<file path="src/rtl/mem_port_master.sv">
// Core-side initiator for the shared-RAM arbitration protocol.
// Takes one load/store from the core, raises rden/wren toward the arbiter until
// acq is granted, then returns read data after RD_LAT cycles.
module mem_port_master #(
    parameter int unsigned AW     = 8,
    parameter int unsigned DW     = 8,
    parameter int unsigned RD_LAT = 1,
    parameter int unsigned CW     = 16
) (
    input  logic          CLK,
    input  logic          rst_n,
    input  logic          req_valid,
    output logic          req_ready,
    input  logic          req_we,
    input  logic [AW-1:0] req_addr,
    input  logic [DW-1:0] req_wdata,
    output logic          resp_valid,
    output logic [DW-1:0] resp_rdata,
    output logic          mem_rden,
    output logic          mem_wren,
    output logic [AW-1:0] mem_addr,
    output logic [DW-1:0] mem_din,
    input  logic          acq,
    input  logic [DW-1:0] mem_q,
    output logic          busy,
    output logic [CW-1:0] stall_cnt,
    input  logic          clr_stats
);

    typedef enum logic [1:0] {StIdle, StReq, StLat, StDone} state_e;

    // Latency counter preload: a value of 0 captures on the first LAT cycle.
    localparam logic [1:0] LatInit = 2'(RD_LAT - 1);

    state_e          state_q, state_d;
    logic            we_q;
    logic [AW-1:0]   addr_q;
    logic [DW-1:0]   din_q;
    logic [DW-1:0]   rdata_q;
    logic [1:0]      lat_q;
    logic [CW-1:0]   stall_q;
    logic            busy_q;

    // State register.
    always_ff @(posedge CLK or negedge rst_n) begin
        if (!rst_n) begin
            state_q <= StIdle;
        end else begin
            state_q <= state_d;
        end
    end

    // Next-state logic; acq is only meaningful while requesting.
    always_comb begin
        state_d = state_q;
        unique case (state_q)
            StIdle: if (req_valid) state_d = StReq;
            StReq: begin
                if (acq) state_d = we_q ? StDone : StLat;
            end
            StLat:  if (lat_q == 2'd0) state_d = StDone;
            StDone: state_d = StIdle;
            default: state_d = StIdle;
        endcase
    end

    // Moore outputs decoded from the current state.
    always_comb begin
        req_ready  = (state_q == StIdle);
        mem_rden   = (state_q == StReq) && !we_q;
        mem_wren   = (state_q == StReq) && we_q;
        resp_valid = (state_q == StDone);
    end

    // Request latch, read-latency countdown, read-data capture and busy flag.
    always_ff @(posedge CLK or negedge rst_n) begin
        if (!rst_n) begin
            we_q    <= 1'b0;
            addr_q  <= '0;
            din_q   <= '0;
            rdata_q <= '0;
            lat_q   <= 2'd0;
            busy_q  <= 1'b0;
        end else begin
            if (state_q == StIdle && req_valid) begin
                we_q   <= req_we;
                addr_q <= req_addr;
                din_q  <= req_wdata;
            end
            if (state_q == StReq && acq && !we_q) begin
                lat_q <= LatInit;
            end else if (state_q == StLat && lat_q != 2'd0) begin
                lat_q <= lat_q - 2'd1;
            end
            if (state_q == StLat && lat_q == 2'd0) begin
                rdata_q <= mem_q;
            end
            busy_q <= (state_d != StIdle);
        end
    end

    // Saturating stall counter; a clear wins over a same-cycle increment.
    always_ff @(posedge CLK or negedge rst_n) begin
        if (!rst_n) begin
            stall_q <= '0;
        end else if (clr_stats) begin
            stall_q <= '0;
        end else if (state_q == StReq && !acq && stall_q != {CW{1'b1}}) begin
            stall_q <= stall_q + 1'b1;
        end
    end

    assign mem_addr   = addr_q;
    assign mem_din    = din_q;
    assign resp_rdata = rdata_q;
    assign stall_cnt  = stall_q;
    assign busy       = busy_q;

endmodule

</file>
<file path="config.mk">
export PLATFORM = sky130hd
export DESIGN_NAME = mem_port_master
export DESIGN_NICKNAME = d
export VERILOG_FILES = /design/src/rtl/mem_port_master.sv
export SDC_FILE = /design/constraint.sdc
export NUM_CORES = 1
export LEC_CHECK = 0
export BUFFER_PORTS_ARGS = -buffer_cell sky130_fd_sc_hd__buf_2
export CAP_MARGIN = 30
export CORE_ASPECT_RATIO = 1.1
export CORE_MARGIN = 3
export CORE_UTILIZATION = 53
export CTS_BUF_LIST = sky130_fd_sc_hd__clkbuf_16
export DETAILED_ROUTE_END_ITERATION = 8
export GPL_ROUTABILITY_DRIVEN = 0
export PLACE_DENSITY_LB_ADDON = 0.3
export SLEW_MARGIN = 20
export SYNTH_ARGS = -nofsm -noshare
export SYNTH_HDL_FRONTEND = slang
export SYNTH_SLANG_ARGS = --single-unit
</file>
<file path="constraint.sdc">
create_clock -name CLK -period 4.6 [get_ports CLK]
set_input_delay 1.15 -clock CLK [delete_from_list [all_inputs] [get_ports CLK]]
set_output_delay 1.15 -clock CLK [all_outputs]
set_load 0.05 [all_outputs]
</file>
# Word level (Yosys, flattened, before mapping)

Cells that the tools add are included.

Input bits: 30
Flip-flop bits (word level): 46
Output and inout port bits: 45
Word-level logic and storage cells: 40

Reduce and logical (&&, ||, !) cells: 17
Muxes and demuxes: 9
Eq/ne operators: 4
Add/sub/neg operators: 2

Operator list:

| kind                                                               | count |
|---|---|
| 16-bit 2-to-1 mux                                                  | 2 |
| 16-bit by 1-bit adder with 16-bit output, second input constant    | 1 |
| 16-bit != test, second input constant                              | 1 |
| 2-bit 2-to-1 mux                                                   | 5 |
| 1-bit logical AND                                                  | 9 |
| 2-bit one-hot mux with 4 select lines                              | 1 |
| 2-bit nonzero test                                                 | 4 |
| 2-bit == test, second input constant                               | 2 |
| 2-bit logical NOT                                                  | 2 |
| 2-bit by 1-bit == test with 1-bit output, second input constant    | 1 |
| 1-bit logical NOT                                                  | 2 |
| 2-bit by 1-bit subtractor with 2-bit output, second input constant | 1 |
| 1-bit 2-to-1 mux                                                   | 1 |

# Depth between registers and ports, before layout

Gate-level depths: netlist (run 1).

Word-level depth: 5
Depth in mapped cells: 6
Mapped depth without buffers: 5

# Least setup slack after synthesis (run 1)

Ideal clock, no wire load.

Path type: flip-flop to output port
Start point: register state_q[0]
End point: output port mem_rden
Arrival: 1.437 ns
Path slack: 2.013 ns
Path buffers: 0
Cell stages (with the launch flop): 3
Required time: 3.450 ns
Cells stage by stage: dfrtp_1 nor2b_1 nor2b_1

Word-level cells in the longest chain between the ends: 2

RTL lines:

| element                                  | line | text |
|---|---|---|
| start, declared                          | 35   | `state_e state_q, state_d;` |
| start signal, assigned                   | 47   | `state_q <= StIdle;` |
| start signal, assigned                   | 49   | `state_q <= state_d;` |
| 2-bit by 1-bit == test with 1-bit output | 70   | `mem_rden = (state_q == StReq) && !we_q;` |
| 1-bit logical AND                        | 70   |  |
| end, declared                            | 19   | `output logic mem_rden,` |

Every way passes these cells.

# Worst setup path after layout (run 1)

Same ends and word-level chain as after synthesis.

==> flow_summary.yaml, run 1 <==
synthesis:
  synth_warnings: 0
  synth-seq-cells: 46
  netlist_area_um2: 2181
  synth_nets: 216
  avgSynthCellArea_um2: 11.85
  synthMuxAreaShare_pct: 18.53
  synth.area.top_cells: "dfrtp_1, mux2_2, nor2b_1"
  netlist.area_leader.share_pct: 52.78
  synthAdderAreaFrac_pct: 1.147
  synth-edff-count: 0
  synth_compound_area_share_pct: 6.598
  async_flop_share_pct: 100.0
  synth_xor_area_share_pct: 0
  synth-simple-area-share_pct: 18.88
  ys_seq_area_share_pct: 52.78
  synth_ff_type: "dfrtp_1"
  synthCells: 184
  synth.most_common_cell: "dfrtp_1"
  synth_top_family_by_area: "simple AND/OR/NAND/NOR gates"
  ys_top_cells_by_count: "dfrtp_1, mux2_2, nor2_1"
  yosys.area.top_type: "dfrtp_1"
  synth_cell_type_count: 36
detailed_routing:
  routedWlPerCell_um: 15.23
  via_per_inst: 5.479
  drt_iter0_markers: 124
  wl_met1_mm: 1.950
  met3_length_um: 386
  first_pass_iters: 4
  routed-via-count: 1704
  drc: 0
  ant_nets: 0
  top_layer_used: "met4"
  wl_met2_mm: 2.362
  routed_wl_mm: 4.735
worst_hold_path:
  min_path_cells: 1
  min_from: "resp_rdata[1]"
  min_delay_worst_endpoint: "resp_rdata[1]"
  hp-class: "flip-flop to flip-flop"
worst_setup_path:
  cp_max_fo: 8
  r2r_slack_ns: 2.81
  cp_common_cell: "nor2b_1"
  startpoint_type: "flip-flop"
  end_kind: "primary output"
  crit_arrival_ns: 1.54
  startpoint: "state_q[0]"
  reg2regPathDepth: 3
  worstSetupPathType: "flip-flop to primary output"
  reg2reg_to: "we_q"
  path_cells: "nor2b_1 -> nor2b_1 -> buf_2"
  required_ns: 3.45
  crit_slowest_cell: "dfrtp_1"
  max_stage_delay_ns: 0.46
  r2r-start: "state_q[1]"
cells_and_area:
  diodes: 0
  drive_gt1_share_pct: 47.13
  fill_cells: 296
  finalNetCount: 292
  final_core_util_pct: 73.75
  areaGrowthSynthToFinish_pct: 28.46
clocking:
  clock_latency_ns: 0.28
  postCtsSetupBuffers: 0
  clockBufferDepth: 2
  clockRootBuffer: "clkbuf_16"
  cts_tree: "done"
  clock-sinks: 46
  cts_inserted_buffers: 5
  h-tree-depth: 2
  clk_pin_slew_worst_paths_ns: 0.06
  ctsResizeCount: 0
  cts_hold_buf: 0
pwr:
  sequentialPowerShare_pct: 31.1
  pwr-share-comb_pct: 45.5
  p_sw_uw: 885.7
  internal_power_mw: 1.113
  ir_worst_vdd_uv: 607.2
  clockPowerShare_pct: 23.4
  swShare_pct: 44.32
  leakagePower_nw: 1.358
  power_density_nw_per_um2: 713.3
timing:
  rsz0062_at_grt: "false"
  finalCritPeriodShare_pct: 58.45
  hold_viol: 0
  fin_skew_ns: 0.005503
  tightest_slew_ns: 0.8025
  setup_viol: 0
  finalCriticalPeriod_ns: 2.689
  fmax_mhz: 371.9
  setup_tns_ns: 0
  slew_viol_final: 0
  max_slew_margin_pct: 46.50
job:
  max_cap_violations: 0
global_route:
  grt_max_degree: 28
  grt_pass1_vias: 1646
  grt.overflow.total: 0
  grt_pass1_wl_mm: 7.583
  grt_antenna_before_repair: 0
  grt_use_total_pct: 20.49
floorplanning:
  dieHeight_um: 73.28
  die_w_um: 67.16
  ios: 75
  die_area_um2: 4921
  initial_core_util_pct: 57.41
  coreArea_um2: 3799
  num_rows: 23
placed_design:
  port_buffers: 74
  dpl.hpwl_mm: 3.258
run_status:
  status: "finished, final reports clean"
==> sequential cells by signal (all words and copies together) (netlist names) <==
| signal | flops |
|---|---|
| lat_q | 2 |
| stall_cnt | 16 |
| resp_rdata | 8 |
| we_q | 1 |
| mem_din | 8 |
| state_q | 2 |
| busy | 1 |
| mem_addr | 8 |
==> per-stage QoR <==
| stage | setup WS (ns) | std cells | hold WS (ns) | power (mW) | cell area [um^2] |
|---|---|---|---|---|---|
| detailed placement | 2.017 | 303 | 0.4886 | 1.537 | 2608 |
| floorplan | 2.013 | 184 | 0.4693 | 1.327 | 2181 |
| CTS | 1.909 | 311 | 0.5032 | 2.012 | 2801 |
| global placement | 2.029 | 302 | 0.4825 | 1.516 | 2587 |
| global route | 1.795 | 311 | 0.5166 | 2.082 | 2801 |
| finish | 1.911 | 311 | 0.5000 | 1.998 | 2801 |
==> final cells by class <==
class / count / area [um^2] / area share [%]
sequential: 46 / 1151 / 41.09
timing repair buffer: 75 / 390.4 / 13.93
clock buffer: 5 / 125.1 / 4.466
clock inverter: 3 / 68.82 / 2.456
tap: 50 / 62.56 / 2.233
inverter: 5 / 18.77 / 0.6699
multi-input combinational: 127 / 984.7 / 35.15
==> layout by cell type, fill, tap and decap left out, types with 2 or more instances in the layout <==
cell	instances
nand2b_1	2
o41ai_1	2
nor2_1	18
nand3_1	4
mux2_1	2
a211oi_1	7
inv_1	5
nand4_1	2
dfrtp_1	46
nand2_1	8
a21oi_1	7
nor2b_1	12
clkbuf_16	5
and2_1	3
buf_2	74
or4_1	3
bufinv_16	2
and3_1	2
mux2_2	33
nor4_1	2
ha_1	2
nor3_1	3
==> metal layers <==
metal  track usage (%)  up-vias
li1                  -      818
met1             24.80      821
met2             34.17       61
met3             7.492        4
met4             5.856        0
met5                 0        -
==> critical path, delay by kind of cell, from the launching register on <==
| kind | cells | cell delay, ns |
|---|---|---|
| buffers and inverters | 1 | 0.29 |
| AND/OR/NAND/NOR | 2 | 0.51 |
| flip-flops | 1 | 0.46 |
==> worst max-delay path by stage <==
stage          slack [ns]  cells after the start            end
2_1_floorplan        2.01                      2       mem_rden
3_3_place_gp         2.03                      5  stall_cnt[13]
3_5_place_dp         2.02                      5  stall_cnt[13]
4_1_cts              1.91                      3       mem_rden
5_1_grt              1.79                      3       mem_rden
6_report             1.91                      3       mem_rden
==> cells by family after synthesis <==
kind of cell    Yosys count
mux                      36
fa+ha+maj                 2
simple gates             68
buf+inv                  11
compound gates           21
flops                    46
==> power groups by stage <==
stage | registers (mW) | clock network, mW | logic, mW
3_3_place_gp | 0.619 | 0 | 0.897
4_1_cts | 0.622 | 0.472 | 0.918
2_1_floorplan | 1.03 | 0 | 0.298
6_report | 0.622 | 0.467 | 0.909
5_1_grt | 0.640 | 0.489 | 0.953
3_5_place_dp | 0.625 | 0 | 0.912
No activity file was read; power rests on OpenSTA's default activity.
==> run 2, diff against run 1 <==
- ABC_AREA: not set -> 1
- CORE_UTILIZATION: 53 -> 50
- clock period: 4.6 -> 2.5 ns (I/O delays scaled with it)
==> run 2 against run 1 <==
Against the previous run:
- hold slack got worse by 0.084 ns
- setup slack got worse by 1.4 ns
- routed wire length decreased by 1.5%
- synthesized cell count increased by 32%
- via count increased by 9.2%
- sequential share of layout area increased by 0.18 points
- clock skew decreased by 0.0017 ns
- synthesized area increased by 2.3%
- core utilization decreased by 6.0 points
- total power increased by 72%
- clock power increased by 34%
- register-to-register slack got worse by 2.0 ns
- largest power group unchanged
==> flow_summary.yaml, run 2 <==
floorplanning:
  ios: 75
  initial_core_util_pct: 54.23
  coreArea_um2: 4114
  die_area_um2: 5300
  num_rows: 24
  dieHeight_um: 76.06
  die_w_um: 69.69
timing:
  fin_skew_ns: 0.003831
  setup_tns_ns: 0
  rsz0062_at_grt: "false"
  fmax_mhz: 495.8
  whs_ns: 0.4163
  finalWorstSetupSlack_ns: 0.4831
  finalCriticalPeriod_ns: 2.017
  tightest_slew_ns: 0.5682
  hold_viol: 0
  slew_viol_final: 0
  setup_viol: 0
  finalCritPeriodShare_pct: 80.68
  max_slew_margin_pct: 62.12
synthesis:
  netlist_area_um2: 2231
  async_flop_share_pct: 100.0
  ys_top_cells_by_count: "nand2_1, dfrtp_1, mux2_2"
  ys_seq_area_share_pct: 51.60
  yosys.area.top_type: "dfrtp_1"
  synth_cell_type_count: 22
  synth-edff-count: 0
  synth_warnings: 0
  netlist.area_leader.share_pct: 51.60
  synth.area.top_cells: "dfrtp_1, mux2_2, nand2_1"
  avgSynthCellArea_um2: 9.219
  synth.most_common_cell: "nand2_1"
  synth_nets: 274
  synthCells: 242
  synth-seq-cells: 46
  synth_ff_type: "dfrtp_1"
worst_setup_path:
  r2r_slack_ns: 0.81
  worstSetupPathType: "flip-flop to primary output"
  path_cells: "inv_1 -> nor2_1 -> inv_1 -> nor2_1 -> buf_2"
  max_stage_delay_ns: 0.37
  cp_max_fo: 3
  end_kind: "primary output"
  required_ns: 1.88
  crit_arrival_ns: 1.39
  crit_slowest_cell: "dfrtp_1"
  startpoint_type: "flip-flop"
  reg2regPathDepth: 9
cells_and_area:
  mostFrequentLayoutCell: "buf_2"
  diodes: 0
  fill_cells: 345
  largest_reg_flops: 16
  finalNetCount: 352
  final_cells: 372
  areaGrowthSynthToFinish_pct: 25.01
  drive_gt1_share_pct: 35.94
  mostFrequentLayoutCells: "buf_2, nand2_1, dfrtp_1"
run_status:
  status: "finished, final reports clean"
global_route:
  grt_pass1_vias: 1809
  grt_pass1_wl_mm: 8.114
  grt_use_total_pct: 18.84
  grt.overflow.total: 0
  grt_max_degree: 47
  grt_antenna_before_repair: 0
clocking:
  h-tree-depth: 2
  ctsResizeCount: 0
  clk_pin_slew_worst_paths_ns: 0.06
  clock_latency_ns: 0.28
  cts_hold_buf: 0
  clockRootBuffer: "clkbuf_16"
  clockBufferDepth: 2
  cts_inserted_buffers: 5
  cts_tree: "done"
  postCtsSetupBuffers: 0
  clock-sinks: 46
placed_design:
  dpl.hpwl_mm: 3.451
  placed_cells: 365
  port_buffers: 74
  post-place-ws_ns: 0.8094
detailed_routing:
  drc: 0
  drt_iter0_markers: 144
  routed_wl_mm: 4.663
  first_pass_iters: 4
  routedWlPerCell_um: 12.53
  ant_nets: 0
  routed-via-count: 1861
  via_per_inst: 5.003
worst_hold_path:
  hp-class: "primary input to asynchronous set/reset pin"
pwr:
  ir_worst_vdd_uv: 759.0
  leakagePower_nw: 1.421
  p_total_mw: 3.432
  power_density_nw_per_um2: 1231
job:
  max_cap_violations: 0
run 2: final cells by class:
cell class	count	area (um^2)	area share, %
sequential	46	1151	41.27
multi-input combinational	169	968.4	34.72
clock inverter	2	15.01	0.5384
tap	52	65.06	2.333
timing repair buffer	75	377.9	13.55
inverter	23	86.33	3.096
clock buffer	5	125.1	4.486
run 2: report_power, final:
part / internal [mW] / switching (mW)
logic: 0.448 / 1.23
registers: 0.999 / 0.125
clock network: 0.364 / 0.262
total: 1.81 / 1.62
run 2: final timing paths:
path	startpoint	end
min in group CLK	mem_din[3]	mem_din[3]
worst min-delay path	rst_n	stall_cnt[2]
worst max-delay path	state_q[0]	mem_rden
worst min register to register	mem_din[3]	mem_din[3]
worst max register to register	stall_cnt[0]	stall_cnt[14]
max in group asynchronous	rst_n	lat_q[0]
run 2: critical path, delay by kind of cell, from the launching register on:
kind | cells | cell delay [ns]
simple gates | 2 | 0.28
buf+inv | 3 | 0.46
flops | 1 | 0.37
run 2: cells by family after synthesis:
group | synth area share [%]
adders and majority gates | 1.122
DFF | 51.60
buffers and inverters | 4.991
muxes | 12.11
and+or+nand+nor | 26.47
xor gates and xnor gates | 1.178
AOI/OAI and AO/OA | 2.524
run 2: stage by stage:
stage	utilization, %	instance area [um^2]
after floorplan	-	2231
after global routing	67.79	2789
final	67.79	2789
after global placement	64.39	2649
after CTS	67.79	2789
after detailed placement	64.39	2649
run 2: layer usage:
metal / share of wire [%] / vias up / GRT usage [%]
li1: - / 939 / -
met1: 41 / 844 / 22.83
met2: 50 / 70 / 32.35
met3: 7.6 / 8 / 5.541
met4: 1.3 / 0 / 5.747
met5: 0 / - / 0
==> run 3, diff against run 2 <==
- clock period: 2.5 -> 2 ns (I/O delays scaled with it)
==> run 3 against run 2 <==
Against the previous run:
- sequential power grew 26%
- highest routed layer unchanged
- critical path depth shrank 1
- global-route usage grew 0.36 points
- critical path type unchanged
- non-clock buffer count is the same
- largest cell class unchanged
- register-to-register slack lost 0.51 ns
- via count grew 0.81%
- combinational power grew 26%
- critical endpoint unchanged
- routed wire length grew 1.0%
- core utilization grew 0.55 points
==> flow_summary.yaml, run 3 (synthesis gave the netlist of run 2 again) <==
run_status:
  status: "finished, final reports clean"
detailed_routing:
  drc: 0
  met3_length_um: 373
  top_layer_used: "met4"
  wl_met2_mm: 2.223
  routed-via-count: 1876
  routed_wl_mm: 4.710
  wl_met1_mm: 2.020
  via_per_inst: 5.029
  ant_nets: 0
  first_pass_iters: 4
  drt_iter0_markers: 114
  routedWlPerCell_um: 12.63
pwr:
  p_total_mw: 4.307
  power_density_nw_per_um2: 1532
  leakagePower_nw: 1.439
  ir_worst_vdd_uv: 1162
placed_design:
  post-place-ws_ns: 0.3112
  dpl_cell_area_um2: 2664
  port_buffers: 74
  dpl.hpwl_mm: 3.520
cells_and_area:
  fill_cells: 365
  drive_gt1_share_pct: 36.45
  mostFrequentLayoutCells: "buf_2, nand2_1, dfrtp_1"
  areaGrowthSynthToFinish_pct: 26.02
  design_area_um2: 2811
  finalNetCount: 352
  mostFrequentLayoutCell: "buf_2"
  largest_reg_flops: 16
  diodes: 0
timing:
  hold_viol: 0
  fin_skew_ns: 0.003503
  finalWorstSetupSlack_ns: 0.1534
  finalCritPeriodShare_pct: 92.33
  rsz0062_at_grt: "false"
  setup_tns_ns: 0
  finalCriticalPeriod_ns: 1.847
  setup_viol: 0
  tightest_slew_ns: 0.4640
  max_slew_margin_pct: 69.07
  slew_viol_final: 0
  fmax_mhz: 541.5
  whs_ns: 0.1648
worst_hold_path:
  hp-class: "primary input to asynchronous set/reset pin"
global_route:
  grt_pass1_vias: 1871
  grt_use_total_pct: 19.20
  grt_antenna_before_repair: 0
  grt_max_degree: 28
  grt.overflow.total: 0
  grt_pass1_wl_mm: 8.314
clocking:
  cts_tree: "done"
  clockBufferDepth: 2
  clk_pin_slew_worst_paths_ns: 0.06
  h-tree-depth: 2
  clockRootBuffer: "clkbuf_16"
  cts_inserted_buffers: 5
  postCtsSetupBuffers: 0
  clock-sinks: 46
  clock_latency_ns: 0.28
floorplanning:
  die_area_um2: 5300
  ios: 75
  num_rows: 24
  initial_core_util_pct: 54.23
  die_w_um: 69.69
  coreArea_um2: 4114
  dieHeight_um: 76.06
job:
  max_cap_violations: 0
worst_setup_path:
  required_ns: 1.50
  r2r_slack_ns: 0.30
  worstSetupPathType: "flip-flop to primary output"
  reg2regPathDepth: 9
  cp_max_fo: 5
  startpoint_type: "flip-flop"
  crit_arrival_ns: 1.35
  end_kind: "primary output"
-- run 3: cell types whose count changed in the layout (fill, tap and decap cells not counted) --
cell and change:
clkinv_4 +1, clkbuf_4 +1, buf_2 -1, buf_12 +1
clkinv_2 +1, inv_1 +1, clkinvlp_4 -2, nor2_1 -2
buf_4 -1, nor2_2 +2
-- run 3: timing repair --
action / in CTS / in global routing
hold buffers: 0 / 0
setup endpoints to repair: 0 / 1
gates resized for setup: 0 / 2
-- run 3: worst paths after layout --
kind                              start      endpoint
max in group asynchronous         rst_n    mem_din[5]
max reg2reg                stall_cnt[0]  stall_cnt[9]
min in group CLK            req_addr[6]   mem_addr[6]
min reg2reg                 mem_addr[4]   mem_addr[4]
max                          state_q[1]      mem_rden
min                               rst_n  stall_cnt[5]
-- run 3: through the flow --
step,util (%),instances
final,68.34,373
after global routing,68.34,373
after CTS,68.22,373
after detailed placement,64.75,365
after global placement,64.75,365
after floorplan,-,242
-- run 3: worst max-delay path: stages, from the launching register on --
cell,delay (ns)
dfrtp_1,0.44
nor2_2,0.16
inv_1,0.08
nor2_1,0.13
clkbuf_4,0.25
-- run 3: per-layer routing --
layer,global-route usage [%],vias to the layer above
li1,-,941
met1,24.27,856
met2,31.68,71
met3,5.145,8
met4,6.897,0
met5,0,-
-- run 3: layout make-up --
class / count / area (um^2) / share of cell area, %
Multi-Input combinational cell: 169 / 973.4 / 34.62
Inverter: 23 / 86.33 / 3.071
Clock buffer: 5 / 125.1 / 4.450
Tap cell: 52 / 65.06 / 2.314
Timing Repair Buffer: 75 / 392.9 / 13.97
Sequential cell: 46 / 1151 / 40.94
Clock inverter: 3 / 17.52 / 0.6231
-- run 3: power by group --
| group | internal [mW] | switching [mW] | leakage, nW | total (mW) |
|---|---|---|---|---|
| clock network | 0.458 | 0.330 | 0.0750 | 0.788 |
| logic | 0.569 | 1.54 | 0.787 | 2.11 |
| registers | 1.25 | 0.159 | 0.576 | 1.41 |
| total | 2.27 | 2.03 | 1.44 | 4.31 |
